[config.mk]
export PLATFORM = sky130hd
export DESIGN_NAME = uart_tx_frame_sequencer_flat
export DESIGN_NICKNAME = d
export VERILOG_FILES = /design/src/rtl/uart_tx_frame_sequencer_pkg.sv /design/src/rtl/uart_tx_frame_sequencer_if.sv /design/src/rtl/uart_tx_frame_sequencer_timer.sv /design/src/rtl/uart_tx_frame_sequencer.sv /design/src/flat_wrapper.sv
export SDC_FILE = /design/constraint.sdc
export NUM_CORES = 1
export LEC_CHECK = 0
export CAP_MARGIN = 20
export CORE_MARGIN = 2
export CORE_UTILIZATION = 47
export DETAILED_ROUTE_END_ITERATION = 12
export PLACE_DENSITY = 0.78
export RECOVER_POWER = 25
export SYNTH_ARGS = -nofsm -noshare
export SYNTH_HDL_FRONTEND = slang
export SYNTH_SLANG_ARGS = --single-unit
export TNS_END_PERCENT = 100
[constraint.sdc]
create_clock -name clk -period 7.3 [get_ports clk]
set_input_delay 1.46 -clock clk [delete_from_list [all_inputs] [get_ports clk]]
set_output_delay 1.46 -clock clk [all_outputs]
set_load 0.01 [all_outputs]
[src/rtl/uart_tx_frame_sequencer_pkg.sv]
// Shared frame definitions for the UART game-state link (TX and RX ends).
// `TX_SEQ_NUM_EN adds a sequence byte after the header.
package uart_frame_pkg;

    localparam logic [7:0] HEADER_DEFAULT = 8'hA5;
    localparam int PAY_LEN = 10;

`ifdef TX_SEQ_NUM_EN
    localparam int FRAME_LEN = 13;
    localparam int PAY_OFS   = 2;
`else
    localparam int FRAME_LEN = 12;
    localparam int PAY_OFS   = 1;
`endif

    localparam int LAST_IDX = FRAME_LEN - 1;

    typedef enum logic [1:0] {
        IDLE,
        START,
        WAIT
    } tx_state_t;

    localparam int FLAG_TANK_HIT = 7;
    localparam int FLAG_OBS_HIT  = 6;
    localparam int FLAG_TDIR_LSB = 4;
    localparam int FLAG_EDIR_LSB = 1;

    typedef struct packed {
        logic [9:0] tank_x;
        logic [9:0] tank_y;
        logic [9:0] bullet_x;
        logic [9:0] bullet_y;
        logic [7:0] flags;
        logic [7:0] hp;
`ifdef TX_SEQ_NUM_EN
        logic [7:0] seq;
`endif
    } snap_t;

    function automatic logic [7:0] pack_flags(
        input logic       tank_hit,
        input logic       obs_hit,
        input logic [1:0] tank_dir,
        input logic [2:0] enemy_dir
    );
        logic [7:0] f;
        f = '0;
        f[FLAG_TANK_HIT]        = tank_hit;
        f[FLAG_OBS_HIT]         = obs_hit;
        f[FLAG_TDIR_LSB +: 2]   = tank_dir;
        f[FLAG_EDIR_LSB +: 3]   = enemy_dir;
        return f;
    endfunction

    function automatic logic [PAY_LEN-1:0][7:0] payload(
        input snap_t s
    );
        logic [PAY_LEN-1:0][7:0] p;
        p[0] = {6'b0, s.tank_x[9:8]};
        p[1] = s.tank_x[7:0];
        p[2] = {6'b0, s.tank_y[9:8]};
        p[3] = s.tank_y[7:0];
        p[4] = {6'b0, s.bullet_x[9:8]};
        p[5] = s.bullet_x[7:0];
        p[6] = {6'b0, s.bullet_y[9:8]};
        p[7] = s.bullet_y[7:0];
        p[8] = s.flags;
        p[9] = s.hp;
        return p;
    endfunction

    // Header is excluded; the sequence byte (when present) is covered.
    function automatic logic [7:0] checksum(input snap_t s);
        logic [PAY_LEN-1:0][7:0] p;
        logic [7:0] c;
        p = payload(s);
`ifdef TX_SEQ_NUM_EN
        c = s.seq;
`else
        c = '0;
`endif
        for (int k = 0; k < PAY_LEN; k++) begin
            c = c + p[k];
        end
        return c;
    endfunction

    function automatic logic [7:0] frame_byte(
        input snap_t      s,
        input logic [7:0] hdr,
        input logic [3:0] idx
    );
        logic [PAY_LEN-1:0][7:0] p;
        logic [3:0] k;
        p = payload(s);
        k = idx - 4'(PAY_OFS);
        if (idx == 4'd0) return hdr;
`ifdef TX_SEQ_NUM_EN
        if (idx == 4'd1) return s.seq;
`endif
        if (k < 4'(PAY_LEN)) return p[k];
        return checksum(s);
    endfunction

endpackage

[src/rtl/uart_tx_frame_sequencer_if.sv]
// Byte handshake between the frame sequencer and uart_tx.
// master = sequencer side, slave = uart_tx side.
interface uart_tx_frame_sequencer_if;
    logic       tx_start;
    logic [7:0] tx_data;
    logic       tx_done_tick;

    modport master (
        output tx_start,
        output tx_data,
        input  tx_done_tick
    );

    modport slave (
        input  tx_start,
        input  tx_data,
        output tx_done_tick
    );
endinterface

[src/rtl/uart_tx_frame_sequencer_timer.sv]
// Free-running mod-FRAME_PERIOD counter; tick is high in the wrap cycle.
module tx_frame_timer #(
    parameter int FRAME_PERIOD = 500000,
    parameter int PERIOD_BITS  = 19
) (
    input  logic clk,
    input  logic reset,
    output logic tick
);
    logic [PERIOD_BITS-1:0] cnt;

    assign tick = (cnt == PERIOD_BITS'(FRAME_PERIOD - 1));

    always_ff @(posedge clk) begin
        if (reset) begin
            cnt <= '0;
        end else if (tick) begin
            cnt <= '0;
        end else begin
            cnt <= cnt + 1'b1;
        end
    end
endmodule

[src/rtl/uart_tx_frame_sequencer.sv]
// Snapshots game state and streams it to uart_tx as a checksummed frame.
// Optional `TX_SEQ_NUM_EN inserts a rolling sequence byte after the header.
module uart_tx_frame_sequencer
    import uart_frame_pkg::*;
#(
    parameter int         FRAME_PERIOD = 500000,
    parameter int         PERIOD_BITS  = 19,
    parameter logic [7:0] HEADER_BYTE  = HEADER_DEFAULT
) (
    input  logic       clk,
    input  logic       reset,
    input  logic [9:0] tank_x_in,
    input  logic [9:0] tank_y_in,
    input  logic [9:0] bullet_x_in,
    input  logic [9:0] bullet_y_in,
    input  logic [2:0] enemy_dir_in,
    input  logic       tank_hit_in,
    input  logic       obstacle_hit_in,
    input  logic [1:0] tank_dir_in,
    input  logic [7:0] hp_in,
    input  logic       send_now,
    uart_tx_frame_sequencer_if.master tx,
    output logic       busy,
    output logic       frame_done
);
    logic       tick;
    logic       req;
    logic       pending;
    logic       load;
    logic       done_c;
    logic       busy_c;
    tx_state_t  state;
    tx_state_t  state_nx;
    logic [3:0] idx;
    logic [3:0] idx_nx;
    logic [7:0] data_q;
    snap_t      snap;
    snap_t      live;
`ifdef TX_SEQ_NUM_EN
    logic [7:0] seq;
`endif

    tx_frame_timer #(
        .FRAME_PERIOD (FRAME_PERIOD),
        .PERIOD_BITS  (PERIOD_BITS)
    ) u_timer (
        .clk   (clk),
        .reset (reset),
        .tick  (tick)
    );

    assign req = tick | send_now;

    always_comb begin
        live          = '0;
        live.tank_x   = tank_x_in;
        live.tank_y   = tank_y_in;
        live.bullet_x = bullet_x_in;
        live.bullet_y = bullet_y_in;
        live.flags    = pack_flags(tank_hit_in, obstacle_hit_in,
                                   tank_dir_in, enemy_dir_in);
        live.hp       = hp_in;
`ifdef TX_SEQ_NUM_EN
        live.seq      = seq;
`endif
    end

    // busy drops in the cycle frame_done pulses, not one later.
    always_comb begin
        state_nx = state;
        idx_nx   = idx;
        load     = 1'b0;
        done_c   = 1'b0;
        busy_c   = 1'b0;
        unique case (state)
            IDLE: begin
                if (pending) begin
                    load     = 1'b1;
                    idx_nx   = '0;
                    state_nx = START;
                end
            end
            START: begin
                busy_c   = 1'b1;
                state_nx = WAIT;
            end
            WAIT: begin
                busy_c = 1'b1;
                if (tx.tx_done_tick) begin
                    if (idx < 4'(LAST_IDX)) begin
                        idx_nx   = idx + 1'b1;
                        state_nx = START;
                    end else begin
                        done_c   = 1'b1;
                        busy_c   = 1'b0;
                        state_nx = IDLE;
                    end
                end
            end
            default: state_nx = IDLE;
        endcase
    end

    always_ff @(posedge clk) begin
        if (reset) begin
            state   <= IDLE;
            idx     <= '0;
            pending <= 1'b0;
            data_q  <= '0;
            snap    <= '0;
        end else begin
            state <= state_nx;
            idx   <= idx_nx;
            if (load) begin
                snap    <= live;
                pending <= 1'b0;
            end else if (req) begin
                pending <= 1'b1;
            end
            if (state_nx == START) begin
                data_q <= frame_byte(load ? live : snap,
                                     HEADER_BYTE, idx_nx);
            end
        end
    end

`ifdef TX_SEQ_NUM_EN
    always_ff @(posedge clk) begin
        if (reset) begin
            seq <= '0;
        end else if (done_c) begin
            seq <= seq + 1'b1;
        end
    end
`endif

    assign tx.tx_start = (state == START);
    assign tx.tx_data  = data_q;
    assign busy        = busy_c;
    assign frame_done  = done_c;

endmodule

[src/flat_wrapper.sv]
// flat-port wrapper written by rule: the top's interface ports become plain ports
module uart_tx_frame_sequencer_flat import uart_frame_pkg::*;
#(
    parameter int         FRAME_PERIOD = 500000,
    parameter int         PERIOD_BITS  = 19,
    parameter logic [7:0] HEADER_BYTE  = HEADER_DEFAULT
)
  (clk, reset, tank_x_in, tank_y_in, bullet_x_in, bullet_y_in, enemy_dir_in, tank_hit_in, obstacle_hit_in, tank_dir_in, hp_in, send_now, busy, frame_done, tx_tx_start, tx_tx_data, tx_tx_done_tick);
  uart_tx_frame_sequencer_if tx_i ();
  input  logic clk;
  input  logic reset;
  input  logic [9:0] tank_x_in;
  input  logic [9:0] tank_y_in;
  input  logic [9:0] bullet_x_in;
  input  logic [9:0] bullet_y_in;
  input  logic [2:0] enemy_dir_in;
  input  logic tank_hit_in;
  input  logic obstacle_hit_in;
  input  logic [1:0] tank_dir_in;
  input  logic [7:0] hp_in;
  input  logic send_now;
  output logic busy;
  output logic frame_done;
  output wire logic [$bits(tx_i.tx_start)-1:0] tx_tx_start;
  output wire logic [$bits(tx_i.tx_data)-1:0] tx_tx_data;
  input wire logic [$bits(tx_i.tx_done_tick)-1:0] tx_tx_done_tick;
  assign tx_tx_start = tx_i.tx_start;
  assign tx_tx_data = tx_i.tx_data;
  assign tx_i.tx_done_tick = tx_tx_done_tick;
  uart_tx_frame_sequencer #(.FRAME_PERIOD(FRAME_PERIOD), .PERIOD_BITS(PERIOD_BITS), .HEADER_BYTE(HEADER_BYTE)) u_core (.clk(clk), .reset(reset), .tank_x_in(tank_x_in), .tank_y_in(tank_y_in), .bullet_x_in(bullet_x_in), .bullet_y_in(bullet_y_in), .enemy_dir_in(enemy_dir_in), .tank_hit_in(tank_hit_in), .obstacle_hit_in(obstacle_hit_in), .tank_dir_in(tank_dir_in), .hp_in(hp_in), .send_now(send_now), .tx(tx_i), .busy(busy), .frame_done(frame_done));
endmodule
Word level (Yosys, flattened, before mapping). Cells that the tools add are included.

Bits in latches: 0. Output and inout bits: 11. Memory bits (read-only): 0. Memories kept: 0. Flip-flop bits (word level): 90. Bits of input ports: 59. Logic and storage cells: 65. Bits in writable memories: 0.

Multiplexer cells: 30. Equality and inequality tests: 4. Bitwise operators: 1. Add/subtract/negate cells: 12. Reductions and logical operators: 4. Order comparisons: 3. Div/mod/pow operators: 0. Multiply operators: 0. Shift operators: 0.

Operator list (number): 56-bit 2-to-1 mux (1); 8-bit adder (5); 8-bit 2-to-1 mux (5); 8-bit binary-select mux with 4-bit select (1); 8-bit by 2-bit adder with 8-bit output (3); 19-bit by 1-bit adder with 19-bit output (second input constant) (1); 19-bit equality test (second input constant) (1); 1-bit 2-to-1 mux (15); 4-bit 2-to-1 mux (3); 2-bit by 8-bit adder with 8-bit output (1); 4-bit less-than comparator (second input constant) (2); 4-bit one-hot mux with 2 select lines (1); 2-bit one-hot mux with 3 select lines (1); 4-bit by 5-bit less-than comparator with 1-bit output (second input constant) (1); 4-bit by 1-bit adder with 4-bit output (second input constant) (1); 2-bit by 1-bit equality test with 1-bit output (second input constant) (2); 4-bit logical NOT (1); 2-bit 2-to-1 mux (2); 2-bit OR reduction (2); 4-bit by 1-bit subtractor with 4-bit output (second input constant) (1); 2-bit equality test (second input constant) (1); 2-bit logical NOT (1); 1-bit one-hot mux with 2 select lines (1); 1-bit OR (1).

Longest topological paths before layout.
Word-level depth: 14. Depth in mapped cells: 22. Depth with buffers taken out: 21.

By module. Synthesis repeated with hierarchy kept, for this count alone.

Cells, all modules: 587. Area total of the unflattened synthesis: 5560.3 µm².

By module, submodules not included: uart_tx_frame_sequencer (sequential area each 1421.4 µm², area an instance 4664.5 µm², times used 1, cells an instance 485); tx_frame_timer (sequential area each 380.4 µm², area an instance 895.9 µm², times used 1, cells an instance 102).

Least setup slack after synthesis. No wires, ideal clock.

Path kind: flip-flop to flip-flop. From: reg u_core.state[1]. To: reg u_core.data_q[6], in the netlist u_core.tx.tx_data[6]. Data arrival time: 5256 ps. Buffers on the path: 2. Path slack: 1916 ps. Cell stages (with the launch flop): 22. Period minus slack after synthesis: 5384 ps. Cell sequence: dfxtp_1 inv_1 ha_1 nand2_1 buf_2 buf_2 mux2i_1 inv_1 fa_1 fa_1 fa_1 inv_1 fa_1 inv_1 fa_1 a21oi_1 o21ai_0 a21oi_1 xor2_1 nor4_1 o21ai_0 o211ai_1.

Word-level cells in the longest chain between the ends: 14. Elaborated cells on any way between the ends: 34. Classes of those cells: add/sub: 10; order compare: 1; eq/ne: 3; mux: 18; reduce/logical: 2.

RTL lines: from (decl) (line uart_tx_frame_sequencer.sv:32) `tx_state_t state;`; from (signal assigned) (line uart_tx_frame_sequencer.sv:112) `state <= state_nx;`; 2-bit logical NOT (line uart_tx_frame_sequencer.sv:75) `unique case (state)`; 1-bit 2-to-1 mux (line uart_tx_frame_sequencer.sv:75); 56-bit 2-to-1 mux (line uart_tx_frame_sequencer.sv:121) `data_q <= frame_byte(load ? live : snap,`; 2-bit by 8-bit adder with 8-bit output (line uart_tx_frame_sequencer_pkg.sv:84) `c = c + p[k];`; 8-bit by 2-bit adder with 8-bit output (line uart_tx_frame_sequencer_pkg.sv:84); 8-bit adder (line uart_tx_frame_sequencer_pkg.sv:84); 8-bit by 2-bit adder with 8-bit output (line uart_tx_frame_sequencer_pkg.sv:84); 8-bit adder (line uart_tx_frame_sequencer_pkg.sv:84); 8-bit by 2-bit adder with 8-bit output (line uart_tx_frame_sequencer_pkg.sv:84); 8-bit adder (3 in series) (line uart_tx_frame_sequencer_pkg.sv:84); 8-bit 2-to-1 mux (line uart_tx_frame_sequencer_pkg.sv:103) `return checksum(s);`; 8-bit 2-to-1 mux (line uart_tx_frame_sequencer_pkg.sv:102) `if (k < 4'(PAY_LEN)) return p[k];`; to (signal assigned) (line uart_tx_frame_sequencer.sv:121); to (decl) (line uart_tx_frame_sequencer.sv:36) `logic [7:0] data_q;`.

Several ways; a longest one is shown, not always the timed one. The select of a mux whose other input is x is not followed. A chain may end at the register's enable or synchronous reset.

Final worst setup path.
From: reg u_core.state[1]. To: reg u_core.data_q[5], in the netlist u_core.tx.tx_data[5].

The elaborated chain is that of the path after synthesis.

==> metrics <==
Post-CTS Resized 0; Tot Pwr 0.00225 W; mean area per synthesized cell approximately 9.5 µm²; Sum Neg Setup Slack 0 ns; Worst Setup Slack, final 1.56 ns; Max transition margin -1.12; Initial Utilization 0.485; area grow syn2layout 19.4%; crit-path max cell delay 0.54 ns; final hold violations 0; fin crit share 0.786; Worst-Margin Slew 3.19 ns; Layout Nets 753; max cap viols 1; DP Worst Slack 1.26 ns; final setup violation count 0; # clock sinks 90; CTS tree done; first-pass iteration count of the detailed router 5; clock period minus worst slack 5.74 ns; I/O Pins 70; Routed wire per std cell 15.4 µm; H-tree depth 3; failing checks max-capacitance violations, max-slew violations; post-synthesis sequential area ratio 0.324; first-pass GRT wire length 21100 µm; Synth cell types 57; Crit path required time 7.52 ns; Die ar. around 13000 µm²; First DRT Iteration DRCs 241; DIE HEIGHT about 110 µm; Core Rows 39; TritonCTS buffer count 9; largest net degree at the start of global routing 74; VDD IR max 0.177 mV; Vias/cell 5.45; Worst Clk Skew 0.00601 ns; top post-synthesis cells by count 92 x nor2_1, 90 x dfxtp_1, 67 x inv_1, 62 x mux2i_1, 33 x fa_1; clock transition at the registers of the reported paths 0.07 ns; PD cells 339 nW/µm²; Most used DFF post-synth dfxtp_1; Residual DRC 0; via count 4303; Max Slew Vio Count 74; crit path cell chain inv_1 -> ha_1 -> nand2_2 -> buf_4 -> mux2i_1 -> inv_1 -> fa_1 -> fa_1 -> fa_1 -> inv_1 -> fa_1 -> inv_1 -> ha_1 -> o21ai_0 -> o21ai_0 -> a21oi_1 -> xnor2_1 -> o211ai_1 -> a311oi_1; slowest library cell on the worst path fa_1; fmax 0.174 GHz; Die X 113 µm; share of the synthesized area in the top cell type 0.324; vias in the first global route 4447; Cell Area, Synth 5560 µm²; Yosys warnings 0; clock root buffer master clkbuf_16; RSZ-0062 raised after global routing false; core area 11500 µm²; gpl congestion 0.928; clock latency on the worst-skew pair 0.34 ns; grt ovf 0; FF+latch count, synth 90; Synth area leader dfxtp_1; Crit Path Class flop to flop; antenna cells 0; Leak approximately 3 nW; post-DP HPWL 9270 µm; critical path peak fanout 18; fraction of layout cells with a size suffix above 1 0.0711; post-CTS setup buffers 0; Area contributors post-synth dfxtp_1 32%, fa_1 12%, mux2i_1 11%; crit start category flop; Max Buffers Root-to-Sink 2; worst endpoint data arrival time 5.96 ns; IO Port Bufs 69; hold buffer count at cts 0; Worst Path Buf+Inv 5; FFs w/ async S/R, synth 0; Tot GR Track Use 0.204; count leader, synth nor2_1; final wirelength approximately 12000 µm; Syn Inst Count 584; antenna viol nets, final 0; initial antenna violation count 0; critical path's top delay family adder cells; status finished, violations left; Post-synth EDFFs 0; Hold WC Path Type flop to flop; element type at the critical path end flop; post-synthesis net count roughly 690
cells in the final DEF, fill, tap and decap left out, drive strengths merged, types with 3 or more instances in the layout:
| cell type | count |
|---|---|
| nor2 | 92 |
| dfxtp | 90 |
| inv | 69 |
| clkdlybuf4s50 | 68 |
| mux2i | 63 |
| fa | 33 |
| nand2 | 26 |
| xnor2 | 25 |
| ha | 18 |
| a21oi | 15 |
| nand3 | 11 |
| o21ai | 11 |
| clkbuf | 10 |
| xor2 | 9 |
| mux4 | 9 |
| nor2b | 9 |
| mux2 | 9 |
| nor3 | 7 |
| nor4 | 7 |
| o211ai | 5 |
| nand4 | 5 |
| a21o | 4 |
| a31oi | 4 |
| buf | 4 |
| o21a | 3 |
| and3 | 3 |
| nand2b | 3 |
| a22o | 3 |
area by class of cell:
type / instances / area [µm²]
Clock inverter: 6 / 67.6
Timing Repair Buffer: 73 / 712
Sequential cell: 90 / 1800
Clock buffer: 9 / 225
Inverter: 68 / 258
Tap cell: 143 / 179
Multi-Input combinational cell: 401 / 3400
Fill cell: 928 / 4830
power breakdown:
part           internal (W)  total [W]  switching, W  leakage (nW)
Clock              0.000264   0.000458      0.000194         0.138
Combinational      0.000564    0.00124      0.000672          2.15
Sequential         0.000535   0.000558     0.0000224         0.733
Total               0.00136    0.00225      0.000888          3.02
per-stage QoR:
step / area (µm²) / utilization / cells / hold slack, ns
after floorplan: 5560 / - / 584 / 0.430
after global placement: 6350 / 0.554 / 775 / 0.438
after detailed placement: 6350 / 0.554 / 775 / 0.458
after CTS: 6640 / 0.579 / 790 / 0.473
after global routing: 6640 / 0.579 / 790 / 0.492
final: 6640 / 0.579 / 790 / 0.473
worst paths after layout:
path	from	to	slack (ns)	cells after the start
setup / recovery	u_core.state[1]	u_core.tx.tx_data[5]	1.56	19
hold / removal	u_core.u_timer.cnt[0]	u_core.u_timer.cnt[0]	0.47	1
setup reg to reg	u_core.state[1]	u_core.tx.tx_data[5]	1.56	19
hold reg to reg	u_core.u_timer.cnt[0]	u_core.u_timer.cnt[0]	0.47	1
cell families (layout without fill, tap and decap cells):
| kind of cell | after synthesis | in the layout | synth area share |
|---|---|---|---|
| fa+ha+maj | 51 | 51 | 0.159 |
| compound gates | 63 | 63 | 0.0855 |
| flops | 90 | 90 | 0.324 |
| mux | 81 | 81 | 0.169 |
| xor+xnor | 35 | 35 | 0.0576 |
| simple gates | 171 | 171 | 0.139 |
| buf+inv | 93 | 156 | 0.0659 |
worst reg2reg max path, delay by kind of cell (launching register included):
family	cells	cell delay (ns)
AO/OA/AOI/OAI	5	0.93
XOR/XNOR	1	0.15
adder cells (fa/ha/maj)	6	2.67
buffers and inverters	5	0.64
flip-flops	1	0.44
multiplexers	1	0.35
AND/OR/NAND/NOR	1	0.43
layer usage:
metal,track usage,share of wire
met1,0.269,0.44
met2,0.343,0.49
met3,0.0332,0.056
met4,0.0683,0.021
met5,0,0
flip-flops by register name (all words and copies together), names as in the netlist:
name                flops
u_core.state            2
u_core.snap            56
u_core.idx              4
u_core.u_timer.cnt     19
u_core.tx.tx_data       8
u_core.pending          1
No activity file was read; power rests on OpenSTA's default activity.
